==> src/rtl/rsa_encrypt_core.sv <==
// rsa_encrypt_core: constant-time RSA encryption c = msg^e mod n using right-to-left
// binary exponentiation and bit-serial interleaved shift-add modular multiplication.
module rsa_encrypt_core #(
    parameter int WIDTH = 32
) (
    input  logic             clk,
    input  logic             rst_n,
    input  logic             start,
    input  logic [WIDTH-1:0] n,
    input  logic [WIDTH-1:0] e,
    input  logic [WIDTH-1:0] msg,
    output logic             busy,
    output logic             done,
    output logic             err,
    output logic [WIDTH-1:0] c
);
    localparam int CW = $clog2(WIDTH);
    localparam logic [CW-1:0] LAST = CW'(WIDTH - 1);

    typedef enum logic [1:0] {IDLE, CHECK, RUN, FINISH} state_t;

    state_t           state;
    logic [WIDTH-1:0] n_r, e_r, msg_r;
    logic [WIDTH:0]   res, base, acc_p, acc_s, p_next, s_next;
    logic [CW-1:0]    step, bit_idx;
    logic             bad;

    // One interleaved step: acc = 2*acc mod m, then optionally acc = acc + a mod m.
    // Operands stay below m, so every intermediate fits in WIDTH+1 bits and one
    // conditional subtract suffices for each reduction.
    function automatic logic [WIDTH:0] mod_step(input logic [WIDTH:0] acc,
                                                input logic [WIDTH:0] a,
                                                input logic bj,
                                                input logic [WIDTH-1:0] m);
        logic [WIDTH:0] mm, d, t;
        mm = {1'b0, m};
        d  = acc << 1;
        if (d >= mm) d = d - mm;
        t = bj ? d + a : d;
        if (t >= mm) t = t - mm;
        return t;
    endfunction

    // Both multipliers share the step counter and scan the bits of base MSB first.
    always_comb begin
        p_next = mod_step(acc_p, res, base[step], n_r);
        s_next = mod_step(acc_s, base, base[step], n_r);
    end

    // Control FSM with registered handshake outputs and datapath registers.
    always_ff @(posedge clk or negedge rst_n) begin
        if (!rst_n) begin
            state   <= IDLE;
            busy    <= 1'b0;
            done    <= 1'b0;
            err     <= 1'b0;
            c       <= '0;
            n_r     <= '0;
            e_r     <= '0;
            msg_r   <= '0;
            res     <= '0;
            base    <= '0;
            acc_p   <= '0;
            acc_s   <= '0;
            step    <= '0;
            bit_idx <= '0;
            bad     <= 1'b0;
        end else begin
            done <= 1'b0;
            case (state)
                IDLE: begin
                    if (start) begin
                        n_r   <= n;
                        e_r   <= e;
                        msg_r <= msg;
                        busy  <= 1'b1;
                        err   <= 1'b0;
                        state <= CHECK;
                    end
                end
                CHECK: begin
                    if (n_r < WIDTH'(2) || msg_r >= n_r) begin
                        bad   <= 1'b1;
                        state <= FINISH;
                    end else begin
                        bad     <= 1'b0;
                        res     <= (WIDTH+1)'(1);
                        base    <= {1'b0, msg_r};
                        bit_idx <= '0;
                        step    <= LAST;
                        acc_p   <= '0;
                        acc_s   <= '0;
                        state   <= RUN;
                    end
                end
                RUN: begin
                    if (step == '0) begin
                        if (e_r[bit_idx]) res <= p_next;
                        base    <= s_next;
                        acc_p   <= '0;
                        acc_s   <= '0;
                        step    <= LAST;
                        bit_idx <= bit_idx + 1'b1;
                        if (bit_idx == LAST) state <= FINISH;
                    end else begin
                        acc_p <= p_next;
                        acc_s <= s_next;
                        step  <= step - 1'b1;
                    end
                end
                FINISH: begin
                    done  <= 1'b1;
                    busy  <= 1'b0;
                    err   <= bad;
                    c     <= bad ? '0 : res[WIDTH-1:0];
                    state <= IDLE;
                end
                default: state <= IDLE;
            endcase
        end
    end
endmodule

==> config.mk <==
export PLATFORM = sky130hd
export DESIGN_NAME = rsa_encrypt_core
export DESIGN_NICKNAME = d
export VERILOG_FILES = /design/src/rtl/rsa_encrypt_core.sv
export SDC_FILE = /design/constraint.sdc
export NUM_CORES = 1
export LEC_CHECK = 0
export CELL_PAD_IN_SITES_DETAIL_PLACEMENT = 1
export CELL_PAD_IN_SITES_GLOBAL_PLACEMENT = 1
export CORE_MARGIN = 2
export CORE_UTILIZATION = 51
export CTS_CLUSTER_DIAMETER = 60
export CTS_CLUSTER_SIZE = 30
export DETAILED_ROUTE_END_ITERATION = 8
export PLACE_DENSITY = 0.91
export SLEW_MARGIN = 25
export SYNTH_ARGS = -nofsm -noshare
export SYNTH_HDL_FRONTEND = slang
export SYNTH_SLANG_ARGS = --single-unit
==> constraint.sdc <==
create_clock -name clk -period 22.3 [get_ports clk]
set_input_delay 4.46 -clock clk [delete_from_list [all_inputs] [get_ports clk]]
set_output_delay 4.46 -clock clk [all_outputs]
set_load 0.01 [all_outputs]
==> run_results.csv, run 1 <==
group,metric,value,unit
critical_path,crit_buf_inv,4,
sta,setup_viol,0,
logic_synthesis,yosysWarnings,0,
floorplanning,die_y,221,um
sta,setup_tns,0,ns
cells_and_area,antenna_cells,0,
global_route,gr-usage-all-layers,37.2,%
cells_and_area,area_delta_synth_final,12.5,%
clock_network,cts_setup_buffers,0,
clock_network,postCtsHoldBufs,0,
logic_synthesis,synth_top_area_cell,"dfrtp_1",
logic_synthesis,avgSynthCellArea,8.73,um2
floorplanning,core.rowCount,79,
cells_and_area,final_nets,3167,
floorplanning,die_w,221,um
logic_synthesis,synthArstFlopShare,100,%
critical_path,crit_family,"compound AO/OA/AOI/OAI gates",
sta,min_period_over_period,46.2,%
logic_synthesis,synthFlopType,"dfrtp_1",
sta,fmax,97.0,MHz
placed_design,port-buffer-count,133,
logic_synthesis,synthesis.area,24100,um2
route,wire_per_inst,26.6,um
logic_synthesis,synth_area_leaders,"dfrtp_1 (28%), ha_1 (12%), mux2_2 (8.3%)",
route,first_pass_iters,9,
sta,maxSlewHeadroom,28.0,%
flow_run,max-cap-violations,0,
global_route,grt_pass1_vias,24800,
floorplanning,io_pins,134,
floorplanning,start_util,51.7,%
cells_and_area,drive_gt1_share,10.7,%
clock_network,cts_tree,"built",
logic_synthesis,synth_most_common_cell,"dfrtp_1",
sta,rsz0062_at_grt,"false",
logic_synthesis,synth_top_area_share,28.4,%
critical_path,crit_arrival,10.76,ns
placed_design,gp_congestion,1.01,
clock_network,ctsResizeCount,0,
critical_path,path_class,"flip-flop to flip-flop",
route,antenna_left,0,
clock_network,cts_sinks,274,
clock_network,path_clk_slew,0.07,ns
global_route,grt_pass1_wl,143000,um
global_route,grt_antenna_before_repair,3,
logic_synthesis,synth_fp_nets,3096,
route,finalWirelength,92200,um
sta,hold_viol,0,
route,drc_errors,5,
clock_network,cts_buffers,35,
sta,tightest_slew,1.08,ns
clock_network,clock_latency,0.57,ns
floorplanning,core_region_area,46700,um2
route,viasPerCell,6.68,
logic_synthesis,synth_common_cells,"dfrtp_1 (274), nand2_1 (256), a21oi_1 (240)",
run_status,violations,"DRC",
clock_network,htreeDepth,2,
logic_synthesis,synth_edf_count,0,
critical_path,slowest_delay,0.62,ns
route,vias,23100,
logic_synthesis,synth_cell_types,78,
route,drt_iter0_markers,1710,
logic_synthesis,synth-seq-cells,274,
global_route,grt_max_degree,93,
sta,drv_slew,0,
critical_path,cp_max_fo,32,
sta,skew,0.0220,ns
critical_path,slowest_stage,"o31ai_1",
floorplanning,die_area,49000,um2
clock_network,root_buffer,"clkbuf_16",
logic_synthesis,seq_area_frac_synth,28.4,%
placed_design,dpl.hpwl,69700,um
run_status,status,"finished, violations left",
critical_path,worst_ep_required_time,22.75,ns
critical_path,endpoint_kind,"flip-flop",
hold_path,hold_class,"flip-flop to flip-flop",
clock_network,cts_buffer_depth,3,
global_route,grt_overflow,0,
sta,period_needed,10.31,ns
critical_path,startpoint_type,"flip-flop",
logic_synthesis,synth_cells,2760,
[worst register-to-register path, delay by kind of cell (launching register included)]
family / cells / cell delay, ns
AOI/OAI and AO/OA: 15 / 4.53
xor gates and xnor gates: 1 / 0.17
muxes: 3 / 0.94
DFF: 1 / 0.37
adders and majority gates: 4 / 1.47
buffers and inverters: 4 / 0.90
and+or+nand+nor: 8 / 1.81
[cells in the final DEF, fill, tap and decap left out, types with 24 or more instances in the layout]
master,n
and3_1,26
xnor2_1,92
inv_1,124
mux2_2,178
clkbuf_16,37
nor2b_1,24
a21oi_1,240
a21o_1,112
a211oi_1,29
mux2i_1,66
dfrtp_1,274
clkdlybuf4s50_1,132
nor2_1,140
o21ai_1,46
o21bai_1,24
a31oi_1,24
nand4_1,37
o21a_1,32
nand3_1,35
nor3b_1,35
xor2_1,69
nor3_1,44
nand2_1,255
o21ai_0,234
ha_1,230
[flip-flops by register name, summed over array words and instances, names as in the netlist, 2 cells and up]
register and count:
msg_r 32, acc_p 32, n_r 32, state 2, c 32, step 5
res 33, base 33, acc_s 32, e_r 32, bit_idx 5
[worst paths after layout]
kind / start / slack (ns) / cells after the start / to
hold / removal: e_r[30] / 0.51 / 1 / e_r[30]
min in group asynchronous: rst_n / 3.92 / 1 / res[4]
setup / recovery: n_r[3] / 11.99 / 35 / acc_p[2]
max in group asynchronous: rst_n / 16.90 / 2 / e_r[20]
setup reg to reg: n_r[3] / 11.99 / 35 / acc_p[2]
hold reg to reg: e_r[30] / 0.51 / 1 / e_r[30]
[logic make-up (layout without fill, tap and decap cells)]
| kind of cell | after synthesis | count (layout) | share of synthesized area [%] |
|---|---|---|---|
| XOR/XNOR | 161 | 161 | 5.85 |
| multiplexers | 258 | 258 | 12.3 |
| adder cells (fa/ha/maj) | 237 | 237 | 12.5 |
| AO/OA/AOI/OAI | 897 | 897 | 23.2 |
| AND/OR/NAND/NOR | 689 | 689 | 13.7 |
| buffers and inverters | 244 | 340 | 4.01 |
| flip-flops | 274 | 274 | 28.4 |
[per-stage QoR]
step           setup WS [ns]  cells  hold slack [ns]  area, um2  util [%]
6_report               11.99   3463            0.510      27100      58.1
3_5_place_dp           12.12   3401            0.491      25900      55.5
5_1_grt                11.44   3463            0.528      27100      58.1
4_1_cts                12.08   3463            0.507      27100      58.1
3_3_place_gp           12.53   3401            0.477      25900      55.5
2_1_floorplan          14.05   2760            0.458      24100         -
[area by class of cell]
class	count	area, um2
multi-input combinational	2242	16300
fill	5438	19500
timing repair buffer	152	1480
clock buffer	40	957
clock inverter	22	255
tap	607	759
inverter	126	473
sequential	274	6860
[routing by layer]
metal	track usage [%]	up-vias	wire length, um
met2	63.8	862	44500
li1	-	10300	-
met4	19.6	2	5020
met1	45.8	11700	37300
met5	0	-	9
met3	4.49	306	5330
Power of run 1 is not shown: default switching activity piles up to over one toggle a cycle in this logic, so the estimate is an artifact.
==> inputs of run 2 (changes only) <==
CORE_UTILIZATION = 48   (was 51)
PLACE_DENSITY = 0.87   (was 0.91)
clock period = 10 ns   (was 22.3 ns; I/O delays follow)
==> run 2 against run 1 <==
  * The flow now finishes without violations
  * Setup slack worse by 12 ns
  * Count of clock-buffer cells in the layout down 1
  * Cell count increased by 2.9%
  * Utilization decreased by 2.8 points
  * Die area rose by 6.1%
  * Routed wire length rose by 1.2%
  * Non-clock buffer count grew 33
  * Hold slack worse by 0.0095 ns
  * Global-route usage fell by 1.8 points
  * Sequential share of layout area is 0.43 points lower
  * Critical endpoint is now res[0]
==> run_results.csv, run 2 (synthesized netlist as in run 1, its figures left out) <==
group,metric,value,unit
run_status,status,"finished, final reports clean",
critical_path,path_class,"flip-flop to flip-flop",
sta,tightest_slew,1.25,ns
route,drt_iter0_markers,1729,
global_route,grt_use_met2,61.1,%
critical_path,startpoint_type,"flip-flop",
sta,drv_slew,0,
placed_design,dpl.hpwl,71100,um
route,drc_errors,0,
sta,rsz0062_at_grt,"false",
global_route,busiest_layer,"met2",
clock_network,root_buffer,"clkbuf_16",
placed_design,port-buffer-count,133,
sta,whs,0.501,ns
flow_run,max-cap-violations,0,
global_route,grt_max_degree,95,
clock_network,htreeDepth,2,
clock_network,cts_tree,"built",
critical_path,worst_ep_required_time,10.48,ns
critical_path,endpoint_kind,"flip-flop",
clock_network,cts_buffers,37,
floorplanning,start_util,48.3,%
global_route,gr-usage-all-layers,35.3,%
cells_and_area,final_cell_mix,"dfrtp_1 (274), nand2_1 (255), a21oi_1 (239)",
floorplanning,die_y,228,um
floorplanning,die_w,228,um
placed_design,dpl.cell_count,3499,
floorplanning,die_area,52000,um2
global_route,grt_antenna_before_repair,1,
global_route,grt_pass1_vias,24400,
critical_path,slowest_stage,"o21ai_0",
global_route,use_met1,44.6,%
sta,setup_viol,0,
cells_and_area,final_common_cell,"dfrtp_1",
cells_and_area,nFillCells,5849,
cells_and_area,fin_area,27600,um2
sta,skew,0.0227,ns
critical_path,cp_max_fo,13,
sta,maxSlewHeadroom,16.6,%
floorplanning,core_region_area,49900,um2
cells_and_area,final_nets,3202,
cells_and_area,antenna_cells,0,
critical_path,crit_arrival,10.10,ns
route,wire_per_inst,26.2,um
sta,period_needed,9.62,ns
cells_and_area,area_delta_synth_final,14.5,%
global_route,grt.met3_usage,4.91,%
clock_network,clock_latency,0.58,ns
route,finalWirelength,93300,um
critical_path,slowest_delay,0.50,ns
route,vias,22900,
sta,hold_viol,0,
global_route,grt_overflow,0,
placed_design,gp_congestion,1.00,
clock_network,cts_sinks,274,
hold_path,hold_class,"flip-flop to flip-flop",
route,antenna_left,0,
cells_and_area,final_cells,3564,
cells_and_area,drive_gt1_share,12.0,%
clock_network,cts_buffer_depth,3,
sta,min_period_over_period,96.2,%
placed_design,dpl_cell_area,26300,um2
cells_and_area,reg_top3,"base x33, res x33",
floorplanning,io_pins,134,
clock_network,path_clk_slew,0.07,ns
route,first_pass_iters,5,
sta,setup_tns,0,ns
floorplanning,core.rowCount,82,
global_route,grt_pass1_wl,144000,um
sta,fmax,104,MHz
route,viasPerCell,6.43,
[run 2: changes by cell type in the layout (fill, tap and decap cells not counted), moves of 2 or more]
cell and change:
a2111oi_1 -2, a211oi_1 -2, a211oi_2 +2, buf_12 +2
buf_4 +32, clkinv_8 +2, inv_12 +2, inv_6 +2
[run 2: final timing paths]
check / from / endpoint / slack, ns / depth (start not counted)
max in group asynchronous: rst_n / base[28] / 7.04 / 2
min reg2reg: e_r[20] / e_r[20] / 0.50 / 1
min in group asynchronous: rst_n / res[9] / 1.46 / 1
max: n_r[8] / res[0] / 0.38 / 33
min: e_r[20] / e_r[20] / 0.50 / 1
max reg2reg: n_r[8] / res[0] / 0.38 / 33
[run 2: layout make-up]
type	instances	area [um2]	area share, %
clock buffers	39	965	3.50
inverters	126	473	1.71
clock inverters	26	343	1.24
well taps	672	841	3.05
flip-flops and latches	274	6860	24.8
multi-input cells	2242	16400	59.3
repair buffers	185	1750	6.35
[run 2: worst max-delay path: cells and delay by family, from the launching register on]
family	cells	cell delay (ns)
compound gates	15	4.62
xor+xnor	1	0.19
fa+ha+maj	3	1.00
buf+inv	4	0.82
flops	1	0.45
mux	3	0.99
simple gates	7	1.43
[run 2: layer usage]
layer  share of wire, %  routed length, um
met5                  0                  0
met4                4.1               3840
met3                5.6               5180
met2                 48              45000
met1                 42              39200
[run 2: what timing repair did]
| item | in CTS | in global routing |
|---|---|---|
| hold buffers | 0 | 0 |
| setup endpoints to repair | 0 | 64 |
| gates resized for setup | 0 | 8 |
| setup buffers | 0 | 0 |
[run 2: metrics by stage]
step | utilization (%) | setup slack (ns)
final | 55.3 | 0.380
after global routing | 55.3 | 0.0816
after CTS | 55.3 | 0.137
after detailed placement | 52.6 | 0.277
after global placement | 52.6 | 0.719
after floorplan | - | 1.75
Power of run 2 is left out for the same reason.
